### config.mk
export PLATFORM = sky130hd
export DESIGN_NAME = multicycle_ctrl_fsm
export DESIGN_NICKNAME = d
export VERILOG_FILES = /design/src/rtl/multicycle_ctrl_fsm.sv
export SDC_FILE = /design/constraint.sdc
export NUM_CORES = 1
export LEC_CHECK = 0
export CAP_MARGIN = 20
export CORE_ASPECT_RATIO = 2
export CORE_UTILIZATION = 45
export CTS_CLUSTER_SIZE = 24
export DETAILED_ROUTE_END_ITERATION = 10
export GPL_ROUTABILITY_DRIVEN = 0
export GPL_TIMING_DRIVEN = 0
export MAX_ROUTING_LAYER = met4
export PLACE_DENSITY = 0.73
export SLEW_MARGIN = 20
export SYNTH_ARGS = -nofsm -noshare
export SYNTH_HDL_FRONTEND = slang
export SYNTH_SLANG_ARGS = --single-unit
### constraint.sdc
create_clock -name clk -period 2.7 [get_ports clk]
set_input_delay 0.405 -clock clk [delete_from_list [all_inputs] [get_ports clk]]
set_output_delay 0.405 -clock clk [all_outputs]
set_load 0.03 [all_outputs]
### src/rtl/multicycle_ctrl_fsm.sv
// Multi-cycle MIPS-subset control unit: sequences FETCH/DECODE/EXEC/MULDIV/MEM/WB,
// waits on memory and mul/div handshakes with a timeout, and counts retired instructions.
module multicycle_ctrl_fsm #(
  parameter int              OP_W     = 6,
  parameter logic [OP_W-1:0] OP_RTYPE = OP_W'(0),
  parameter logic [OP_W-1:0] OP_ORI   = OP_W'(4),
  parameter logic [OP_W-1:0] OP_ADDI  = OP_W'(2),
  parameter logic [OP_W-1:0] OP_MULI  = OP_W'(6),
  parameter logic [OP_W-1:0] OP_DIVI  = OP_W'(1),
  parameter logic [OP_W-1:0] OP_SW    = OP_W'(5),
  parameter logic [OP_W-1:0] OP_LW    = OP_W'(3),
  parameter logic [OP_W-1:0] OP_BEQ   = OP_W'(7),
  parameter int              WAIT_MAX = 16,
  parameter int              CNT_W    = 32
) (
  input  logic             clk,
  input  logic             rst,
  input  logic [OP_W-1:0]  opcode,
  input  logic             imem_ready,
  input  logic             dmem_ready,
  input  logic             alu_done,
  output logic             pc_write,
  output logic             ir_load,
  output logic             alu_start,
  output logic             reg_dst,
  output logic             alu_src,
  output logic             ext_op,
  output logic             mem_to_reg,
  output logic             mem_read,
  output logic             mem_write,
  output logic             reg_write,
  output logic             branch,
  output logic             illegal,
  output logic             fault,
  output logic [CNT_W-1:0] retired,
  output logic [2:0]       state
);

  localparam int WW = $clog2(WAIT_MAX + 1);

  typedef enum logic [2:0] {
    S_FETCH  = 3'd0,
    S_DECODE = 3'd1,
    S_EXEC   = 3'd2,
    S_MULDIV = 3'd3,
    S_MEM    = 3'd4,
    S_WB     = 3'd5,
    S_HALT   = 3'd6
  } state_e;

  state_e            state_q,   state_d;
  logic [OP_W-1:0]   op_q,      op_d;
  logic [3:0]        sel_q,     sel_d;   // {reg_dst, alu_src, ext_op, mem_to_reg}
  logic [CNT_W-1:0]  retired_q, retired_d;
  logic              fault_q,   fault_d;
  logic [WW-1:0]     wait_q,    wait_d;
  logic              retire;
  logic              wait_low;

  function automatic logic is_legal(input logic [OP_W-1:0] op);
    case (op)
      OP_RTYPE, OP_ORI, OP_ADDI, OP_MULI,
      OP_DIVI, OP_SW, OP_LW, OP_BEQ: is_legal = 1'b1;
      default:                       is_legal = 1'b0;
    endcase
  endfunction

  function automatic logic [3:0] decode_sel(input logic [OP_W-1:0] op);
    logic rd, as, eo, mr;
    rd = (op == OP_RTYPE);
    as = (op == OP_ORI) || (op == OP_ADDI) || (op == OP_MULI) ||
         (op == OP_DIVI) || (op == OP_LW) || (op == OP_SW);
    eo = (op == OP_LW) || (op == OP_SW);
    mr = (op == OP_LW);
    decode_sel = {rd, as, eo, mr};
  endfunction

  always_comb begin
    state_d   = state_q;
    op_d      = op_q;
    sel_d     = sel_q;
    fault_d   = fault_q;
    wait_d    = '0;
    retire    = 1'b0;
    pc_write  = 1'b0;
    ir_load   = 1'b0;
    alu_start = 1'b0;
    mem_read  = 1'b0;
    mem_write = 1'b0;
    reg_write = 1'b0;
    branch    = 1'b0;
    illegal   = 1'b0;

    case (state_q)
      S_FETCH: begin
        if (imem_ready) begin
          ir_load  = 1'b1;
          pc_write = 1'b1;
          state_d  = S_DECODE;
        end
      end
      S_DECODE: begin
        op_d  = opcode;
        sel_d = decode_sel(opcode);
        if (!is_legal(opcode)) begin
          illegal = 1'b1;
          state_d = S_FETCH;
        end else begin
          state_d = S_EXEC;
        end
      end
      S_EXEC: begin
        if (op_q == OP_MULI || op_q == OP_DIVI) begin
          alu_start = 1'b1;
          state_d   = S_MULDIV;
        end else if (op_q == OP_LW || op_q == OP_SW) begin
          state_d = S_MEM;
        end else if (op_q == OP_BEQ) begin
          branch  = 1'b1;
          retire  = 1'b1;
          state_d = S_FETCH;
        end else begin
          state_d = S_WB;
        end
      end
      S_MULDIV: begin
        if (alu_done) state_d = S_WB;
      end
      S_MEM: begin
        mem_read  = (op_q == OP_LW);
        mem_write = (op_q == OP_SW);
        if (dmem_ready) begin
          if (op_q == OP_SW) begin
            retire  = 1'b1;
            state_d = S_FETCH;
          end else begin
            state_d = S_WB;
          end
        end
      end
      S_WB: begin
        reg_write = 1'b1;
        retire    = 1'b1;
        state_d   = S_FETCH;
      end
      S_HALT:  state_d = S_HALT;
      default: state_d = S_FETCH;
    endcase

    // A ready on the limit cycle takes the normal path above, so only a still-low
    // handshake reaching the limit diverts to HALT.
    wait_low = ((state_q == S_FETCH)  && !imem_ready) ||
               ((state_q == S_MULDIV) && !alu_done)   ||
               ((state_q == S_MEM)    && !dmem_ready);
    if (wait_low) begin
      if (wait_q == WW'(WAIT_MAX - 1)) begin
        fault_d = 1'b1;
        state_d = S_HALT;
      end else begin
        wait_d = wait_q + WW'(1);
      end
    end

    retired_d = retired_q + {{(CNT_W-1){1'b0}}, retire};

    // The reset cycle must not leak a partial write or handshake strobe.
    if (rst) begin
      pc_write  = 1'b0;
      ir_load   = 1'b0;
      alu_start = 1'b0;
      mem_read  = 1'b0;
      mem_write = 1'b0;
      reg_write = 1'b0;
      branch    = 1'b0;
      illegal   = 1'b0;
    end
  end

  always_ff @(posedge clk) begin
    if (rst) begin
      state_q   <= S_FETCH;
      op_q      <= '0;
      sel_q     <= '0;
      retired_q <= '0;
      fault_q   <= 1'b0;
      wait_q    <= '0;
    end else begin
      state_q   <= state_d;
      op_q      <= op_d;
      sel_q     <= sel_d;
      retired_q <= retired_d;
      fault_q   <= fault_d;
      wait_q    <= wait_d;
    end
  end

  assign {reg_dst, alu_src, ext_op, mem_to_reg} = sel_q;
  assign retired = retired_q;
  assign fault   = fault_q;
  assign state   = state_q;

  a_mem_excl: assert property (@(posedge clk) disable iff (rst) !(mem_read && mem_write));
  a_fault_sticky: assert property (@(posedge clk) disable iff (rst) fault_q |=> fault_q);

endmodule

## After elaboration in Yosys (flattened, before gate mapping)

Cells that the tools add are included.

- Bits in registers: 51
- Input bits: 11
- Output and inout bits: 48

- $add $sub $neg: 2
- Eq/ne operators: 18
- Mux-type cells: 36
- Bitwise logic cells: 1
- Reductions and logical operators: 21

Operators with widths:

| cell | number |
|---|---|
| $eq A6 B3 Y1 const B | 6 |
| $add A32 B1 Y32 | 1 |
| $mux W3 | 9 |
| $mux W1 | 24 |
| $eq A6 B2 Y1 const B | 3 |
| $pmux W3 S6 | 1 |
| $eq A6 B1 Y1 const B | 2 |
| $logic_or A1 B1 Y1 | 10 |
| $eq A3 B3 Y1 const B | 3 |
| $eq A3 B2 Y1 const B | 2 |
| $logic_not A3 Y1 | 2 |
| $logic_not A6 Y1 | 1 |
| $add A5 B1 Y5 const B | 1 |
| $eq A5 B4 Y1 const B | 1 |
| $eq A3 B1 Y1 const B | 1 |
| $logic_and A1 B1 Y1 | 3 |
| $logic_not A1 Y1 | 3 |
| $pmux W1 S3 | 1 |
| $reduce_or A3 Y1 | 1 |
| $mux W2 | 1 |
| $reduce_and A2 Y1 | 1 |
| $not A1 Y1 | 1 |

## Depth between registers and ports, before layout

Gate-level depths: netlist of run 1.

- Word-level depth: 7
- Depth in mapped cells: 10

## Least setup slack after synthesis of run 1

Ideal clock, no wire load.

- Path type: register to register
- Start: reg op_q[5]
- End: reg retired_q[30] (netlist: retired[30])
- Library setup time: 0.070 ns
- Arrival time: 2.954 ns
- Required time: 2.630 ns
- Slack: -0.324 ns
- Stages on the path, launching flop included: 11
- Clock period less this slack: 3.024 ns
- Cell sequence: dfxtp_1 > nor3_1 > nand4b_1 > o21a_1 > o32ai_1 > ha_1 > nand4_4 > or4_4 > buf_6 > or4_1 > a21oi_1

- Word-level cells in the longest chain between the ends: 6

RTL lines:

| what | RTL line | source |
|---|---|---|
| start, declared | 52 | `logic [OP_W-1:0] op_q, op_d;` |
| start signal, assigned | 189 | `op_q <= op_d;` |
| $eq A6 B3 Y1, or another cell as far along | 118 | `end else if (op_q == OP_BEQ) begin` |
| $mux W1 / $logic_or A1 B1 Y1 (equally long branches) | 118, 116 |  |
| $mux W1 | 116 | `end else if (op_q == OP_LW \|\| op_q == OP_SW) begin` |
| $mux W1 | 113 | `if (op_q == OP_MULI \|\| op_q == OP_DIVI) begin` |
| $pmux W1 S3 * | 94 | `case (state_q)` |
| $add A32 B1 Y32 * | 164 | `retired_d = retired_q + {{(CNT_W-1){1'b0}}, retire};` |
| end signal, assigned | 191 | `retired_q <= retired_d;` |
| end, declared | 54 | `logic [CNT_W-1:0] retired_q, retired_d;` |

Every way passes the cells marked *; elsewhere a longest branch is shown, timed or not.
A chain may end at the register's enable or synchronous reset.

## Final worst setup path of run 1

- Start: reg op_q[3]
- End: reg retired_q[21] (netlist: retired[21])

Same word-level chain as after synthesis.

==> results.md, run 1 <==
* Leading cell type in the layout, fill and taps excluded: clkdlybuf4s50_1
* Critical path startpoint category: flop
* Die W at 54.9 um
* Final min period at 2.87 ns
* Die Area at around 0.006 sq mm
* CTS clk-pin slew, worst paths at 0.08 ns
* Site Rows at 38
* Worst Skew at between 0.002 and 0.0025 ns
* Crit Path Category: flop to flop
* Final WL at 6750 um
* Critical Path RT at slightly below 3 ns
* Vias post-DR at 2,612
* GRT Total Usage at 0.254
* Layout area overhead at 41.3%
* FF-to-FF End: retired[21]
* Pre-Repair DR Iteration Count at 4
* Outcome: complete, but fails checks
* Largest net degree at the start of global routing at 14
* Relative slew slack at 0.306
* Worst slack at placement at -0.529 ns
* TNS Setup at -1.34 ns
* Total power at 1300 uW
* Vias in the first global route at approximately 2,400
* EDFF count, synth at 0
* Synthesized area per cell at roughly 8.2 sq um
* Worst-Skew Late Latency at around 0.30 ns
* Maximum VDD drop at approximately 0.60 mV
* Worst Setup SP: op_q[3]
* Cells along the critical path: nor3_4 -> nand4_1 -> o32ai_4 -> ha_2 -> nand4_4 -> buf_6 -> or4_4 -> or4_1 -> a21oi_1
* Syn_nets at 322
* Fin Hold WS at between 0.4 and 0.5 ns
* Core area at approximately 0.0054 sq mm
* CTS tree: yes
* Hold Path End: wait_q[0]
* R2R setup slack at -0.17 ns
* Cell Area, Synth at ~0.0025 sq mm
* Synth async-reset ratio at 0
* I/O pin cnt at just under 60
* Setup crit end kind: flop
* Fmax at 349 MHz
* DR vias/cell at 5.86
* Clock Path Buffers at 2
* Initial antenna violation count at 0
* FILL cells at ~490
* CP max stage delay at around 0.49 ns
* Worst-Margin Slew at 1.03 ns
* Core Util, Final at 0.657
* GR Overflow Total at 0
* FF+latch count, synth at between 50 and 60
* Storage element area at approximately 0.0010 sq mm
* Crit-path slowest cell: or4_1
* Final WS setup at -0.166 ns
* Largest delay contributor family on the critical path: simple AND/OR/NAND/NOR gates
* Antenna Cells at 0
* Hold Vio Cnt, Final at 0
* Sink Count at roughly 50
* Routed len/inst at around 15 um
* Hold Path Origin: wait_q[0]
* Leak pwr at 0.00127 uW
* Buffer and inverter count on the worst path at 1
* Hold WC Path Type: flop to flop
* Routed Antenna Nets at 0
* Post-DP HPWL at 4820 um
* Failing checks: setup timing
* Initial core utilization at 0.465
* Clock root cell: clkbuf_8
* DRT iter0 DRCs at between 50 and 60
* Worst-path fanout max at 5
* Slew Limit Fails at 0
* Unrepaired setup endpoints after global routing: true
* Final Setup Violations at 15
* Power Dens Cells at approximately 360 mW/mm^2
* Port bufs at 58
* Synth warn at 0
* Post-Syn Instances at about 300
* FF-to-FF path depth at 9
* Seq/Total Area, Yosys at 0.405
* Commonest cells after routing, fill and taps aside: clkdlybuf4s50_1, dfxtp_1, nor2_1, nand2_1, a21oi_1
* Reg-to-Reg Start: op_q[3]
* Nets@finish at 402
* Hold depth at 1
* Netlist cell types at 40
* Global-route wire length before repair at roughly 11,000 um
* Max-cap violations at 0
* DRC Markers at 0
* Multi-input gate area at between 0.0015 and 0.002 sq mm
* H-tree Lvls at 2
* Fin crit share at 1.06
* Num CTS Buffers at 5
* Die Y at roughly 110 um
* Synth Flop Type: dfxtp_1
* Share of layout cells above drive strength 1 at 0.161
* CP Data Arrival Time at ~3.1 ns
-- sequential cells by signal, indices dropped and copies added (netlist names) --
signal / count
wait_q: 5
fault: 1
sel_q: 4
op_q: 6
state: 3
retired: 32
-- final cells by class --
class / count / share of cell area
plain buffers: 16 / 0.0288
well taps: 60 / 0.0211
multi-input cells: 227 / 0.426
clock buffers: 6 / 0.0204
inverters: 12 / 0.0126
repair buffers: 74 / 0.203
flip-flops and latches: 51 / 0.288
-- stage by stage --
| stage | cell area, sq um | std cells |
|---|---|---|
| 3_5_place_dp | 3220 | 425 |
| 3_3_place_gp | 3220 | 425 |
| 5_1_grt | 3560 | 446 |
| 6_report | 3560 | 446 |
| 4_1_cts | 3440 | 441 |
| 2_1_floorplan | 2560 | 307 |
-- repair_timing --
action / CTS / global route
cloned: 1 / 0
pin swaps: 16 / 9
setup buffers: 10 / 5
resized for setup: 17 / 18
hold buffers: 0 / 0
setup endpoints to repair: 20 / 21
-- how the worst max path moves through the flow --
| stage | endpoint | slack, ns | cells past startpoint |
|---|---|---|---|
| 2_1_floorplan | retired[18] | -0.01 | 10 |
| 5_1_grt | retired[21] | -0.26 | 10 |
| 4_1_cts | retired[24] | -0.18 | 11 |
| 3_3_place_gp | retired[18] | -0.49 | 10 |
| 3_5_place_dp | retired[16] | -0.53 | 10 |
| 6_report | retired[21] | -0.17 | 9 |
-- power by group --
group          total (uW)  switching (uW)  internal (uW)
logic                 121            70.0           51.1
registers             769            8.73            760
clock network         410             236            173
-- per-layer routing --
layer / GRT usage / share of wire / up-vias
met5: - / 0 / -
met4: 0.114 / 0.026 / 0
met2: 0.457 / 0.57 / 78
li1: - / - / 1276
met1: 0.250 / 0.37 / 1245
met3: 0.0395 / 0.032 / 13
-- Yosys cell counts (all sizes together) (2+ instances only) --
| master | count | share of area |
|---|---|---|
| a31oi | 2 | 0.0050 |
| or4 | 12 | 0.037 |
| nor3 | 9 | 0.018 |
| ha | 4 | 0.020 |
| nor2 | 28 | 0.042 |
| mux2 | 5 | 0.022 |
| nor2b | 7 | 0.017 |
| nor4 | 12 | 0.030 |
| xnor2 | 9 | 0.031 |
| and3 | 4 | 0.0099 |
| and4 | 2 | 0.0070 |
| buf | 4 | 0.011 |
| a21oi | 29 | 0.058 |
| nand2 | 28 | 0.042 |
| nand3 | 16 | 0.032 |
| xor2 | 6 | 0.021 |
| dfxtp | 51 | 0.41 |
| or3 | 9 | 0.022 |
| inv | 12 | 0.018 |
| o31ai | 10 | 0.030 |
| clkbuf | 13 | 0.019 |
| nand2b | 4 | 0.0099 |
| o21ai | 6 | 0.012 |
| nand4 | 13 | 0.038 |
-- kinds of logic after synthesis --
group,after synthesis,share of synthesized area
AOI/OAI and AO/OA,53,0.126
xor gates and xnor gates,15,0.0521
adders and majority gates,4,0.0199
buffers and inverters,29,0.0487
DFF,51,0.405
muxes,6,0.0263
and+or+nand+nor,149,0.322
Power figures use the tool's default switching activity.
==> inputs of run 2 (changes only) <==
- CTS_CLUSTER_DIAMETER: unset -> 120
==> results of run 2 <==
Final layout, timing and power as in run 1 (identical DEF).
